### src/rtl/bus_dma.sv
// Byte-copy / fill DMA master for the 24-bit console memory bus.
// CPU programs it through a 16-entry register window; it arbitrates for the bus by request/grant.
module bus_dma #(
  parameter int LEN_WIDTH = 16
) (
  input  logic        clk,
  input  logic        reset,
  input  logic        cfg_write,
  input  logic [3:0]  cfg_address,
  input  logic [7:0]  cfg_data_in,
  output logic [7:0]  cfg_data_out,
  output logic        bus_request,
  input  logic        bus_grant,
  output logic [23:0] address,
  output logic [7:0]  data_out,
  input  logic [7:0]  data_in,
  output logic        bus_enable,
  output logic        write_enable,
  input  logic        bus_halt,
  output logic        busy,
  output logic        done
);

  typedef enum logic [2:0] {IDLE, REQ, READ, WRITE, FINISH} state_t;

  state_t               state;
  logic [23:0]          src, dst;
  logic [LEN_WIDTH-1:0] len;
  logic [15:0]          len16;
  logic [7:0]           fill;
  logic                 fill_mode, done_flag;
  logic                 ctrl_wr, cfg_open;

  assign len16    = 16'(len);
  assign ctrl_wr  = cfg_write && (cfg_address == 4'd8);
  assign cfg_open = cfg_write && !busy;

  always_comb begin
    cfg_data_out = 8'h00;
    case (cfg_address)
      4'd0:    cfg_data_out = src[7:0];
      4'd1:    cfg_data_out = src[15:8];
      4'd2:    cfg_data_out = src[23:16];
      4'd3:    cfg_data_out = dst[7:0];
      4'd4:    cfg_data_out = dst[15:8];
      4'd5:    cfg_data_out = dst[23:16];
      4'd6:    cfg_data_out = len16[7:0];
      4'd7:    cfg_data_out = len16[15:8];
      4'd8:    cfg_data_out = {6'b0, done_flag, busy};
      4'd9:    cfg_data_out = fill;
      default: cfg_data_out = 8'h00;
    endcase
  end

  always_ff @(posedge clk or posedge reset) begin
    if (reset) begin
      state        <= IDLE;
      src          <= '0;
      dst          <= '0;
      len          <= '0;
      fill         <= '0;
      fill_mode    <= 1'b0;
      done_flag    <= 1'b0;
      bus_request  <= 1'b0;
      bus_enable   <= 1'b0;
      write_enable <= 1'b0;
      busy         <= 1'b0;
      done         <= 1'b0;
      address      <= '0;
      data_out     <= '0;
    end else begin
      done <= 1'b0;
      // Counters are only writable from the CPU while the engine is not running.
      if (cfg_open) begin
        case (cfg_address)
          4'd0:    src[7:0]   <= cfg_data_in;
          4'd1:    src[15:8]  <= cfg_data_in;
          4'd2:    src[23:16] <= cfg_data_in;
          4'd3:    dst[7:0]   <= cfg_data_in;
          4'd4:    dst[15:8]  <= cfg_data_in;
          4'd5:    dst[23:16] <= cfg_data_in;
          4'd6:    len <= LEN_WIDTH'({len16[15:8], cfg_data_in});
          4'd7:    len <= LEN_WIDTH'({cfg_data_in, len16[7:0]});
          4'd9:    fill <= cfg_data_in;
          default: ;
        endcase
      end

      if (ctrl_wr && cfg_data_in[7] && busy) begin
        state        <= FINISH;
        bus_request  <= 1'b0;
        bus_enable   <= 1'b0;
        write_enable <= 1'b0;
        busy         <= 1'b0;
        done         <= 1'b1;
        done_flag    <= 1'b1;
      end else begin
        case (state)
          IDLE: begin
            if (ctrl_wr && cfg_data_in[0]) begin
              fill_mode <= cfg_data_in[1];
              if (len != '0) begin
                state       <= REQ;
                bus_request <= 1'b1;
                busy        <= 1'b1;
                done_flag   <= 1'b0;
              end else begin
                state     <= FINISH;
                done      <= 1'b1;
                done_flag <= 1'b1;
              end
            end
          end
          REQ: begin
            if (bus_grant) begin
              bus_enable <= 1'b1;
              if (fill_mode) begin
                state        <= WRITE;
                address      <= dst;
                data_out     <= fill;
                write_enable <= 1'b1;
              end else begin
                state        <= READ;
                address      <= src;
                write_enable <= 1'b0;
              end
            end
          end
          // An access completes only on an edge where it was visible, granted and not halted.
          READ: begin
            if (!bus_grant) begin
              bus_enable <= 1'b0;
            end else if (!bus_enable) begin
              bus_enable <= 1'b1;
            end else if (!bus_halt) begin
              state        <= WRITE;
              data_out     <= data_in;
              address      <= dst;
              write_enable <= 1'b1;
            end
          end
          WRITE: begin
            if (!bus_grant) begin
              bus_enable   <= 1'b0;
              write_enable <= 1'b0;
            end else if (!bus_enable) begin
              bus_enable   <= 1'b1;
              write_enable <= 1'b1;
            end else if (!bus_halt) begin
              dst <= dst + 24'd1;
              len <= len - LEN_WIDTH'(1);
              if (!fill_mode) src <= src + 24'd1;
              if (len == LEN_WIDTH'(1)) begin
                state        <= FINISH;
                bus_request  <= 1'b0;
                bus_enable   <= 1'b0;
                write_enable <= 1'b0;
                busy         <= 1'b0;
                done         <= 1'b1;
                done_flag    <= 1'b1;
              end else if (fill_mode) begin
                address <= dst + 24'd1;
              end else begin
                state        <= READ;
                address      <= src + 24'd1;
                write_enable <= 1'b0;
              end
            end
          end
          FINISH:  state <= IDLE;
          default: state <= IDLE;
        endcase
      end
    end
  end

endmodule

### config.mk
export PLATFORM = sky130hd
export DESIGN_NAME = bus_dma
export DESIGN_NICKNAME = d
export VERILOG_FILES = /design/src/rtl/bus_dma.sv
export SDC_FILE = /design/constraint.sdc
export NUM_CORES = 1
export LEC_CHECK = 0
export CORE_UTILIZATION = 45
export CTS_CLUSTER_DIAMETER = 60
export CTS_CLUSTER_SIZE = 20
export DETAILED_ROUTE_END_ITERATION = 7
export PLACE_DENSITY = 0.62
export REMOVE_ABC_BUFFERS = 1
export SYNTH_ARGS = -nofsm -noshare
export SYNTH_HDL_FRONTEND = slang
export SYNTH_SLANG_ARGS = --single-unit
### constraint.sdc
create_clock -name clk -period 8.8 [get_ports clk]
set_input_delay 2.2 -clock clk [delete_from_list [all_inputs] [get_ports clk]]
set_output_delay 2.2 -clock clk [all_outputs]
set_load 0.005 [all_outputs]
==> flow_summary_export.csv <==
group,metric,value,unit
status,status,"completed",
logic_synthesis,ys_types,85,
run,max-cap-violations,0,
logic_synthesis,async_flop_share,1.000,
critical_path,worst-r2r-setup-slack,5670,ps
drt,vias,8329,
clock_tree,cts-resized-gates,0,
drt,firstDrtPassIters,5,
grt,grt_usage,0.3318,
critical_path,crit_chain,"clkdlybuf4s50_1, buf_4, nor2b_1, a22oi_1, a21oi_1, a21oi_1, o22ai_1, clkdlybuf4s50_1",
layout,postLayoutCoreUtil,0.5301,
logic_synthesis,yosys_warnings,0,
pwr,leakagePower,3.704,nW
layout,antenna_cells,0,
layout,final_design_area_no_fill,0.009523,sq mm
critical_path,arrival,4950,ps
logic_synthesis,synth_area_per_cell,8.247,sq um
drt,wl_per_cell,23.57,microns
critical_path,r2r-end,"dst[15]",
hold_path,hp-class,"reg -> reg",
pwr,ir_drop,152.1,uV
clock_tree,clkSlewWorstSetupHoldPaths,50,ps
clock_tree,postCtsSetupBuffers,0,
die,die_y,137.2,microns
drt,drc,0,
critical_path,reg2reg_depth,6,
sta,hold_viol,0,
placement,place_hpwl,20810,microns
layout,fillers,1732,
sta,finalCritPeriodShare,0.8130,
die,initial_core_util,0.4582,
clock_tree,cts.sink_count,113,
critical_path,critPathKind,"in -> out",
critical_path,startpoint_type,"input port",
critical_path,cp_data_required_time,6600,ps
layout,nets,1048,
sta,max_clock_freq,0.1398,GHz
sta,slew_viol_final,0,
critical_path,worstSetupEndpointType,"primary output",
layout,layout_common_cells,"113 x dfrtp_1, 110 x nor2_1, 100 x nand2_1",
hold_path,min_path_cells,1,
sta,totalNegativeSetupSlack,0,ps
grt,gr-total-overflow,0,
die,rows,49,
drt,avgViaCountPerCell,6.605,
hold_path,min_to,"address[4]",
placement,place_area,0.008869,sq mm
clock_tree,cts_max_level,4,
layout,final_common_cell,"dfrtp_1",
clock_tree,insertion_delay,430,ps
sta,skew,9.812,ps
clock_tree,numCtsBuffers,17,
layout,area_growth_syn_to_layout,15.70,%
drt,wl,29720,microns
sta,worst_pin_slew,1105,ps
die,dieArea,0.01883,sq mm
placement,gp_congestion,0.9807,
critical_path,critPathSlowestCell,"nor2b_1",
logic_synthesis,synth_flop_cell,"dfrtp_1",
placement,numPortBuffers,69,
critical_path,cp_slowest_stage_delay,790,ps
sta,layout_min_cycle_time,7155,ps
die,core_area,0.01796,sq mm
grt,first_global_vias,7630,
critical_path,cp_max_fo,34,
pwr,p_per_area,306.8,mW/mm^2
drt,antenna_left,0,
sta,relSlewSlack,0.2636,
sta,grt_setup_unrepaired,"false",
logic_synthesis,synth-edff-count,0,
clock_tree,clockBufferDepth,2,
clock_tree,cts_tree,"yes",
grt,grt_pass1_wl,45780,microns
clock_tree,root_buffer,"clkbuf_16",
die,io_pins,70,
drt,drt-initial-drc-count,1116,
grt,antenna_found_initial,0,
hold_path,worstHoldStart,"address[4]",
logic_synthesis,yosys_register_bits,113,
sta,setup_violations,0,
logic_synthesis,synth.yosys.seq_area_share,0.3436,
die,die_w,137.2,microns
logic_synthesis,synth_cells,998,
critical_path,reg2reg_from,"busy",
layout,drive_above_1_share,0.09399,
logic_synthesis,syn_area,0.008230,sq mm
clock_tree,cts_hold_buf,0,
grt,grt_start_max_net_pins,73,
power by group:
group          internal (W)  switching [W]  total [W]  leakage, nW
combinational      0.000524       0.000561    0.00109         2.09
sequential         0.000711       0.000348    0.00106         1.30
clock              0.000523       0.000254   0.000777        0.316
total               0.00176        0.00116    0.00292         3.70
layout make-up:
type                    count  area (sq um)  share of cell area
inverters                  23         88.84            0.009329
repair buffers             82         788.3             0.08277
multi-input cells         782          4877              0.5122
clock buffers              22         474.2             0.04980
flip-flops and latches    113          2828              0.2969
well taps                 229         286.5             0.03009
clock inverters            10         180.2             0.01892
sequential cells by signal, summed over array words and instances, names as in the netlist:
signal and count:
fill_mode 1, dst 24, write_enable 1, state 3, done 1, busy 1
len 16, fill 8, data_out 8, src 24, done_flag 1, address 24
bus_enable 1
worst max-delay path by stage:
| stage | from | depth (start not counted) | end | slack [ps] |
|---|---|---|---|---|
| final | cfg_address[0] | 8 | cfg_data_out[6] | 1650 |
| after detailed placement | cfg_address[0] | 8 | cfg_data_out[6] | 1720 |
| after floorplan | cfg_address[0] | 5 | cfg_data_out[6] | 3460 |
| after CTS | cfg_address[0] | 8 | cfg_data_out[6] | 1710 |
| after global routing | cfg_address[0] | 8 | cfg_data_out[5] | 1540 |
| after global placement | cfg_address[0] | 8 | cfg_data_out[6] | 1770 |
critical path, delay by kind of cell:
family / cells / cell delay [ps]
and+or+nand+nor: 1 / 790
buffers and inverters: 3 / 1330
AOI/OAI and AO/OA: 4 / 610
cells by family after synthesis:
family	after synthesis	synth area share
AOI/OAI and AO/OA	323	0.2475
xor gates and xnor gates	16	0.01703
adders and majority gates	4	0.006081
buffers and inverters	103	0.06400
DFF	113	0.3436
muxes	46	0.07175
and+or+nand+nor	393	0.2501
per-layer routing:
layer	vias up	track usage	part of all wire
met5	-	0	0
li1	3735	-	-
met3	112	0.07653	0.099
met1	4018	0.4464	0.41
met2	464	0.4924	0.44
met4	0	0.1789	0.054
cell usage after synthesis, types with 4 or more instances:
cell type  count  area share
a211o_1        7      0.0074
a211oi_1       9      0.0082
a21boi_0       4      0.0036
a21o_1         6      0.0055
a21oi_1       89       0.054
a221oi_1       4      0.0043
a22oi_1       20       0.018
a31oi_1       18       0.014
a32o_1         5      0.0061
a32oi_1        6      0.0064
and2_1         8      0.0061
and3_1        19       0.014
and4_1         5      0.0053
buf_2         34       0.021
buf_4          7      0.0064
buf_6          9       0.012
clkbuf_1      27       0.012
dfrtp_1      113        0.34
ha_1           4      0.0061
inv_1         22       0.010
mux2_2        12       0.016
mux2i_1       23       0.028
mux4_2         8       0.022
nand2_1      100       0.046
nand2b_1       8      0.0061
nand3_1       42       0.026
nand3b_1       7      0.0064
nand4_1       16       0.012
nor2_1       110       0.050
nor2b_1       12      0.0091
nor3_1        25       0.015
nor3_4         4      0.0079
nor4_1         5      0.0038
o211ai_1       6      0.0055
o21a_1         6      0.0055
o21ai_0       84       0.051
o21ai_1        5      0.0030
o22a_1         4      0.0043
o22ai_1       17       0.013
xnor2_1       13       0.014
through the flow:
| stage | hold WS, ps | cells | total power [W] | worst slack [ps] |
|---|---|---|---|---|
| after global placement | 490.0 | 1229 | 0.002122 | 1766 |
| after floorplan | 471.0 | 918 | 0.001595 | 3456 |
| after detailed placement | 495.5 | 1229 | 0.002125 | 1717 |
| after global routing | 529.6 | 1261 | 0.003089 | 1540 |
| final | 504.9 | 1261 | 0.002922 | 1645 |
| after CTS | 510.8 | 1261 | 0.002909 | 1705 |
(Power assumes the default switching activity.)
